[config.mk]
export PLATFORM = sky130hd
export DESIGN_NAME = seg7_word_reader
export DESIGN_NICKNAME = d
export VERILOG_FILES = /design/src/rtl/seg7_word_reader.sv
export SDC_FILE = /design/constraint.sdc
export NUM_CORES = 1
export LEC_CHECK = 0
export CORE_MARGIN = 1
export CORE_UTILIZATION = 45
export CTS_CLUSTER_DIAMETER = 60
export DETAILED_ROUTE_END_ITERATION = 7
export PLACE_DENSITY = 0.71
export SYNTH_ARGS = -nofsm -noshare
export SYNTH_HDL_FRONTEND = slang
export SYNTH_SLANG_ARGS = --single-unit
[constraint.sdc]
create_clock -name clk -period 1.65 [get_ports clk]
set_clock_uncertainty 0.1 [all_clocks]
set_input_delay 0.495 -clock clk [delete_from_list [all_inputs] [get_ports clk]]
set_output_delay 0.495 -clock clk [all_outputs]
set_load 0.1 [all_outputs]
[src/rtl/seg7_word_reader.sv]
// Collects a frame of active-low 7-segment digit codes, least-significant first,
// and publishes the decoded hex word once the last digit of the frame arrives.
module seg7_word_reader #(
    parameter int DIGITS = 4
) (
    input  logic                  clk,
    input  logic                  aclr,
    input  logic [0:6]            seg_in,
    input  logic                  seg_valid,
    input  logic                  seg_first,
    output logic [4*DIGITS-1:0]   word,
    output logic                  word_valid,
    output logic                  err,
    output logic                  abort,
    output logic                  busy
);

    localparam int W  = 4 * DIGITS;
    localparam int IW = (DIGITS > 1) ? $clog2(DIGITS) : 1;

    typedef enum logic [0:0] {
        IDLE    = 1'b0,
        COLLECT = 1'b1
    } state_t;

    // Returns {illegal, nibble}; unknown codes decode to nibble 0 with illegal set.
    function automatic logic [4:0] seg_decode(input logic [6:0] code);
        logic [4:0] res;
        case (code)
            7'b0000001: res = 5'b0_0000;
            7'b1001111: res = 5'b0_0001;
            7'b0010010: res = 5'b0_0010;
            7'b0000110: res = 5'b0_0011;
            7'b1001100: res = 5'b0_0100;
            7'b0100100: res = 5'b0_0101;
            7'b0100000: res = 5'b0_0110;
            7'b0001111: res = 5'b0_0111;
            7'b0000000: res = 5'b0_1000;
            7'b0000100: res = 5'b0_1001;
            7'b0001000: res = 5'b0_1010;
            7'b1100000: res = 5'b0_1011;
            7'b0110001: res = 5'b0_1100;
            7'b1000010: res = 5'b0_1101;
            7'b0110000: res = 5'b0_1110;
            7'b0111000: res = 5'b0_1111;
            default:    res = 5'b1_0000;
        endcase
        return res;
    endfunction

    state_t          state_r;
    logic [IW-1:0]   idx_r;
    logic [W-1:0]    asm_r;
    logic            ferr_r;

    logic [4:0]      dec_s;
    logic [3:0]      dig_s;
    logic            bad_s;
    logic [W-1:0]    asm_ins_s;
    logic            last_s;

    // Decode the incoming code and form the assembly value with it inserted at idx.
    always_comb begin
        dec_s     = seg_decode(seg_in);
        dig_s     = dec_s[3:0];
        bad_s     = dec_s[4];
        asm_ins_s = asm_r;
        asm_ins_s[{idx_r, 2'b00} +: 4] = dig_s;
        last_s    = (idx_r == IW'(DIGITS - 1));
    end

    // Frame-collection FSM with registered outputs; pulses default low each cycle.
    always_ff @(posedge clk or negedge aclr) begin
        if (!aclr) begin
            state_r    <= IDLE;
            idx_r      <= '0;
            asm_r      <= '0;
            ferr_r     <= 1'b0;
            word       <= '0;
            err        <= 1'b0;
            word_valid <= 1'b0;
            abort      <= 1'b0;
            busy       <= 1'b0;
        end else begin
            word_valid <= 1'b0;
            abort      <= 1'b0;
            if (seg_valid && seg_first) begin
                // A first digit always restarts; any partial frame is thrown away.
                abort  <= (state_r == COLLECT);
                asm_r  <= W'(dig_s);
                ferr_r <= bad_s;
                if (DIGITS == 1) begin
                    word       <= W'(dig_s);
                    err        <= bad_s;
                    word_valid <= 1'b1;
                    state_r    <= IDLE;
                    idx_r      <= '0;
                    busy       <= 1'b0;
                end else begin
                    state_r <= COLLECT;
                    idx_r   <= IW'(1);
                    busy    <= 1'b1;
                end
            end else if (seg_valid && (state_r == COLLECT)) begin
                asm_r  <= asm_ins_s;
                ferr_r <= ferr_r | bad_s;
                if (last_s) begin
                    word       <= asm_ins_s;
                    err        <= ferr_r | bad_s;
                    word_valid <= 1'b1;
                    state_r    <= IDLE;
                    idx_r      <= '0;
                    busy       <= 1'b0;
                end else begin
                    idx_r <= idx_r + IW'(1);
                end
            end else begin
                state_r <= state_r;
            end
        end
    end

endmodule

**Word level (Yosys, flattened, before mapping)**

Index checks and enable logic that the tools add are counted.

- Add/sub/neg operators: 2
- Equality and inequality tests: 16
- Shifts and indexed selects: 2
- Muxes and demuxes: 16
- Bitwise operators: 2
- Reduce and logical (&&, ||, !) cells: 7

Operator list:

| kind | number |
|---|---|
| 5-bit one-hot mux with 16 select lines | 1 |
| 7-bit by 6-bit == test with 1-bit output, second input constant | 5 |
| 16-bit two-way mux | 2 |
| 7-bit == test, second input constant | 4 |
| 16-bit bitwise mux | 1 |
| 4-bit by 6-bit variable shift with 16-bit output, first input constant | 1 |
| 4-bit by 6-bit variable part select with 16-bit output | 1 |
| 7-bit by 3-bit == test with 1-bit output, second input constant | 2 |
| 7-bit by 4-bit == test with 1-bit output, second input constant | 2 |
| 1-bit two-way mux | 9 |
| 7-bit by 1-bit == test with 1-bit output, second input constant | 1 |
| 7-bit by 5-bit == test with 1-bit output, second input constant | 1 |
| 7-bit logical NOT | 1 |
| 2-bit two-way mux | 3 |
| 4-bit negator with 6-bit output | 1 |
| 2-bit nonzero test | 2 |
| 3-bit AND reduction | 1 |
| 2-bit by 1-bit adder with 2-bit output, second input constant | 1 |
| 2-bit == test, second input constant | 1 |
| 1-bit logical AND | 2 |
| 2-bit AND reduction | 1 |
| 1-bit NOT | 1 |
| 1-bit OR | 1 |

- Flip-flop bits (word level): 39
- Input port bits: 11
- Output and inout bits: 20

**Longest topological paths before layout**

- Depth after elaboration: 6
- Gate-level depth with buffers: 7
- Gate-level depth less buffers: 6

**Worst setup path after synthesis**

OpenSTA, ideal clock, no wires.

- Path type: flip-flop to flip-flop
- From: register state_r
- To: register word[5]
- Arrival: 2.007 ns
- Required time: 1.467 ns
- Slack: -0.540 ns
- Cell stages (with the launch flop): 7
- Period minus slack after synthesis: 2.190 ns
- Cell sequence: dfrtp_1 -> nor2b_1 -> nand3_1 -> clkbuf_1 -> nor3b_1 -> a21oi_1 -> o21ai_0

- Longest elaborated chain between the ends: 2

RTL lines:

| what | RTL line | RTL |
|---|---|---|
| start, declared | 51 | `state_t state_r;` |
| start signal, assigned | 118 | `state_r <= state_r;` |
| 1-bit logical AND | 104 | `end else if (seg_valid && (state_r == COLLECT)) begin` |
| 3-bit AND reduction (no source line) | - |  |
| end signal, assigned | 93 | `word <= W'(dig_s);` |
| end signal, assigned | 108 | `word <= asm_ins_s;` |
| end, declared | 11 | `output logic [4*DIGITS-1:0] word,` |

No other way between the ends.
A chain may end at the register's enable or synchronous reset.

**Final worst setup path**

- From: register idx_r[1]
- To: register asm_r[1]

- Longest elaborated chain between the ends: 5
- Elaborated cells between the ends (all ways): 6

RTL lines:

| what | RTL line | RTL |
|---|---|---|
| start, declared | 52 | `logic [IW-1:0] idx_r;` |
| start signal, assigned | 115 | `idx_r <= idx_r + IW'(1);` |
| 4-bit negator with 6-bit output (*) | 68 | `asm_ins_s[{idx_r, 2'b00} +: 4] = dig_s;` |
| 4-bit by 6-bit variable part select with 16-bit output / 4-bit by 6-bit variable shift with 16-bit output (equally long branches) | 68 |  |
| 16-bit bitwise mux (*) | 68 |  |
| 16-bit two-way mux (*) | 104 |  |
| 16-bit two-way mux (*) | 87 | `if (seg_valid && seg_first) begin` |
| end signal, assigned | 90 | `asm_r <= W'(dig_s);` |
| end signal, assigned | 105 | `asm_r <= asm_ins_s;` |
| end, declared | 53 | `logic [W-1:0] asm_r;` |

Every way passes the cells marked *; elsewhere a longest branch is shown, timed or not. The select of a mux whose other input is x is not followed.

==> reports/metrics.yaml <==
ys.flop_type: "dfrtp_1"
clockBufferDepth: 2
min_from: "asm_r[14]$_DFFE_PN0P_"
synth_nets: 244
drt-pass1-iter-count: 6
drv_cap: 0
htreeDepth: 2
ant_nets: 0
syn_area_per_cell_um2: 9.32
worst_slack_ps: -15.4
utilization_pct: 80.3
netlist.area_leader.share_pct: 46.1
port_buffers: 30
grt_pass1_wl_um: 10400
clkTransAtPathRegs_ps: 80
cp-start-kind: "flip-flop"
fin_nets: 329
drtIter0Drc: 167
num_vias: 2124
cellPowerDensity_nw_per_um2: 1060
cts_root_buffer: "clkbuf_8"
grt_antenna_before_repair: 0
synth_edf_count: 0
grt_remaining_overflow: 0
final_hold_viol_count: 0
yosysWarnings: 0
fin_crit_sh_pct: 101
pin_count: 31
drc_errors: 4
track_usage_pct: 26.9
nFillCells: 252
crit_type: "flip-flop to flip-flop"
core-area_um2: 4440
min_period_ps: 1670
cp-end-kind: "flip-flop"
avgViaCountPerCell: 5.82
synth_common_cells: "dfrtp_1, o21ai_0, nand2_1, a21oi_1, nor3b_1"
critPathMaxFanout: 4
violations: "design-rule violations, negative setup slack"
diodes: 0
ff2ff_setup_slack_ps: -20
status: "complete, but fails checks"
cts_sinks: 39
r2r-start: "idx_r[1]$_DFFE_PN0P_"
max_freq_mhz: 600
grt_max_degree: 22
crit_start: "idx_r[1]$_DFFE_PN0P_"
start_util_pct: 47.6
ys_seq_area_share_pct: 46.1
rows: 24
slew_headroom_pct: 78.0
irDropWorstVdd_mv: 1.18
rsz0062_at_grt: "true"
worst_skew_pair.late_latency_ps: 290
async_flop_share_pct: 100
cts_inserted_buffers: 5
synth_cell_type_count: 39
die_width_um: 70.6
hold_class: "flip-flop to flip-flop"
yosysMostFrequentCell: "dfrtp_1"
ff_latch_area_um2: 980
final_area_um2: 3570
synth_seq_cells: 39
dieArea_um2: 4980
setup_viol: 6
critPathRequiredTime_ps: 1770
placed_cell_area_um2: 3050
setup-tns-final_ps: -40.4
drt_wl_total_um: 6720
multi_input_area_um2: 1380
synthTopCellsByArea: "dfrtp_1, o21ai_0, nor3b_1, a21oi_1, nand2_1"
power_leakage_nw: 1.52
layout-drive-gt1-share_pct: 53.0
arrival_ps: 1790
area_delta_synth_final_pct: 68.6
hpwlAfterDp_um: 3970
gp_congestion: 0.915
post_drt_wl_per_cell_um: 18.4
tritoncts: "built"
synth_cells: 227
worst_pin_slew_ps: 329
synth_top_area_cell: "dfrtp_1"
grt_pass1_vias: 2142
die_height_um: 70.6
syn_area_um2: 2120
maxSlewViolCount: 0
-- metal layers --
layer  global-route usage (%)  wire [µm]
met1                     34.6       2780
met3                     4.56        274
met5                        0          0
met2                     45.8       3450
met4                     9.78        212
-- critical path: stages (launching register included) --
cell and delay [ps]:
dfrtp_1 400, inv_2 120, ha_4 240, nand4b_1 210, buf_4 170, o21a_1 210
o21ai_1 140
-- flip-flops by register name, indices dropped and copies added (netlist names) --
| name | flops |
|---|---|
| abort | 1 |
| asm_r | 16 |
| err | 1 |
| ferr_r | 1 |
| idx_r | 2 |
| state_r | 1 |
| word | 16 |
| word_valid | 1 |
-- metrics by stage --
step	setup WS, ps	hold slack (ps)	total power [mW]	cells
finish	-15.4	380	3.78	365
global placement	-784	242	2.73	342
floorplan	-240	99.4	2.08	227
CTS	13.7	377	3.53	361
global route	-120	409	3.94	365
detailed placement	-831	247	2.77	342
-- what timing repair did --
action / 4_1_cts / 5_1_grt
resized for setup: 86 / 40
gates cloned: 1 / 0
setup endpoints to repair: 34 / 33
hold buffers: 1 / 0
hold endpoints to repair: 5 / 0
pin swaps: 13 / 23
buffers inserted: 9 / 4
-- cell families (layout without fill, tap and decap cells) --
logic type / count (synthesis) / count (layout) / share of synthesized area (%)
xor+xnor: 1 / 1 / 0.414
simple gates: 88 / 88 / 24.2
buf+inv: 17 / 103 / 4.73
mux: 1 / 1 / 0.473
flops: 39 / 39 / 46.1
compound gates: 75 / 75 / 20.5
fa+ha+maj: 6 / 6 / 3.55
-- cell type report --
| cell class | count | share of cell area, % |
|---|---|---|
| inverter | 5 | 0.596 |
| tap | 52 | 1.82 |
| sequential | 39 | 27.5 |
| timing repair buffer | 90 | 29.0 |
| clock inverter | 2 | 0.351 |
| multi-input combinational | 171 | 38.8 |
| clock buffer | 6 | 2.03 |
-- worst paths after layout --
kind                                    endpoint  cells after the start
max                         asm_r[1]$_DFFE_PN0P_                      6
min                        asm_r[14]$_DFFE_PN0P_                      2
max reg2reg                 asm_r[1]$_DFFE_PN0P_                      6
min reg2reg                asm_r[14]$_DFFE_PN0P_                      2
max in group asynchronous   word_valid$_DFF_PN0_                      3
min in group asynchronous   word[14]$_DFFE_PN0P_                      2
-- where the power goes --
part           switching [mW]  total [mW]  internal, mW  leakage, nW
Combinational            1.15        1.97         0.820        0.955
Sequential              0.106        1.16          1.06        0.526
Clock                   0.342       0.637         0.295       0.0412
-- cell usage in the layout, fill, tap and decap left out, types with 7 or more instances in the layout --
| cell type | Yosys | routed |
|---|---|---|
| buf_4 | 2 | 45 |
| dfrtp_1 | 39 | 38 |
| o21ai_2 | 8 | 24 |
| buf_12 | 0 | 24 |
| nand2_1 | 27 | 23 |
| o21ai_1 | 0 | 17 |
| a21oi_1 | 23 | 16 |
| nor3b_1 | 18 | 13 |
| buf_6 | 3 | 12 |
| nor2_1 | 9 | 8 |
| a21oi_2 | 0 | 7 |
No activity file was read; power rests on OpenSTA's default activity.
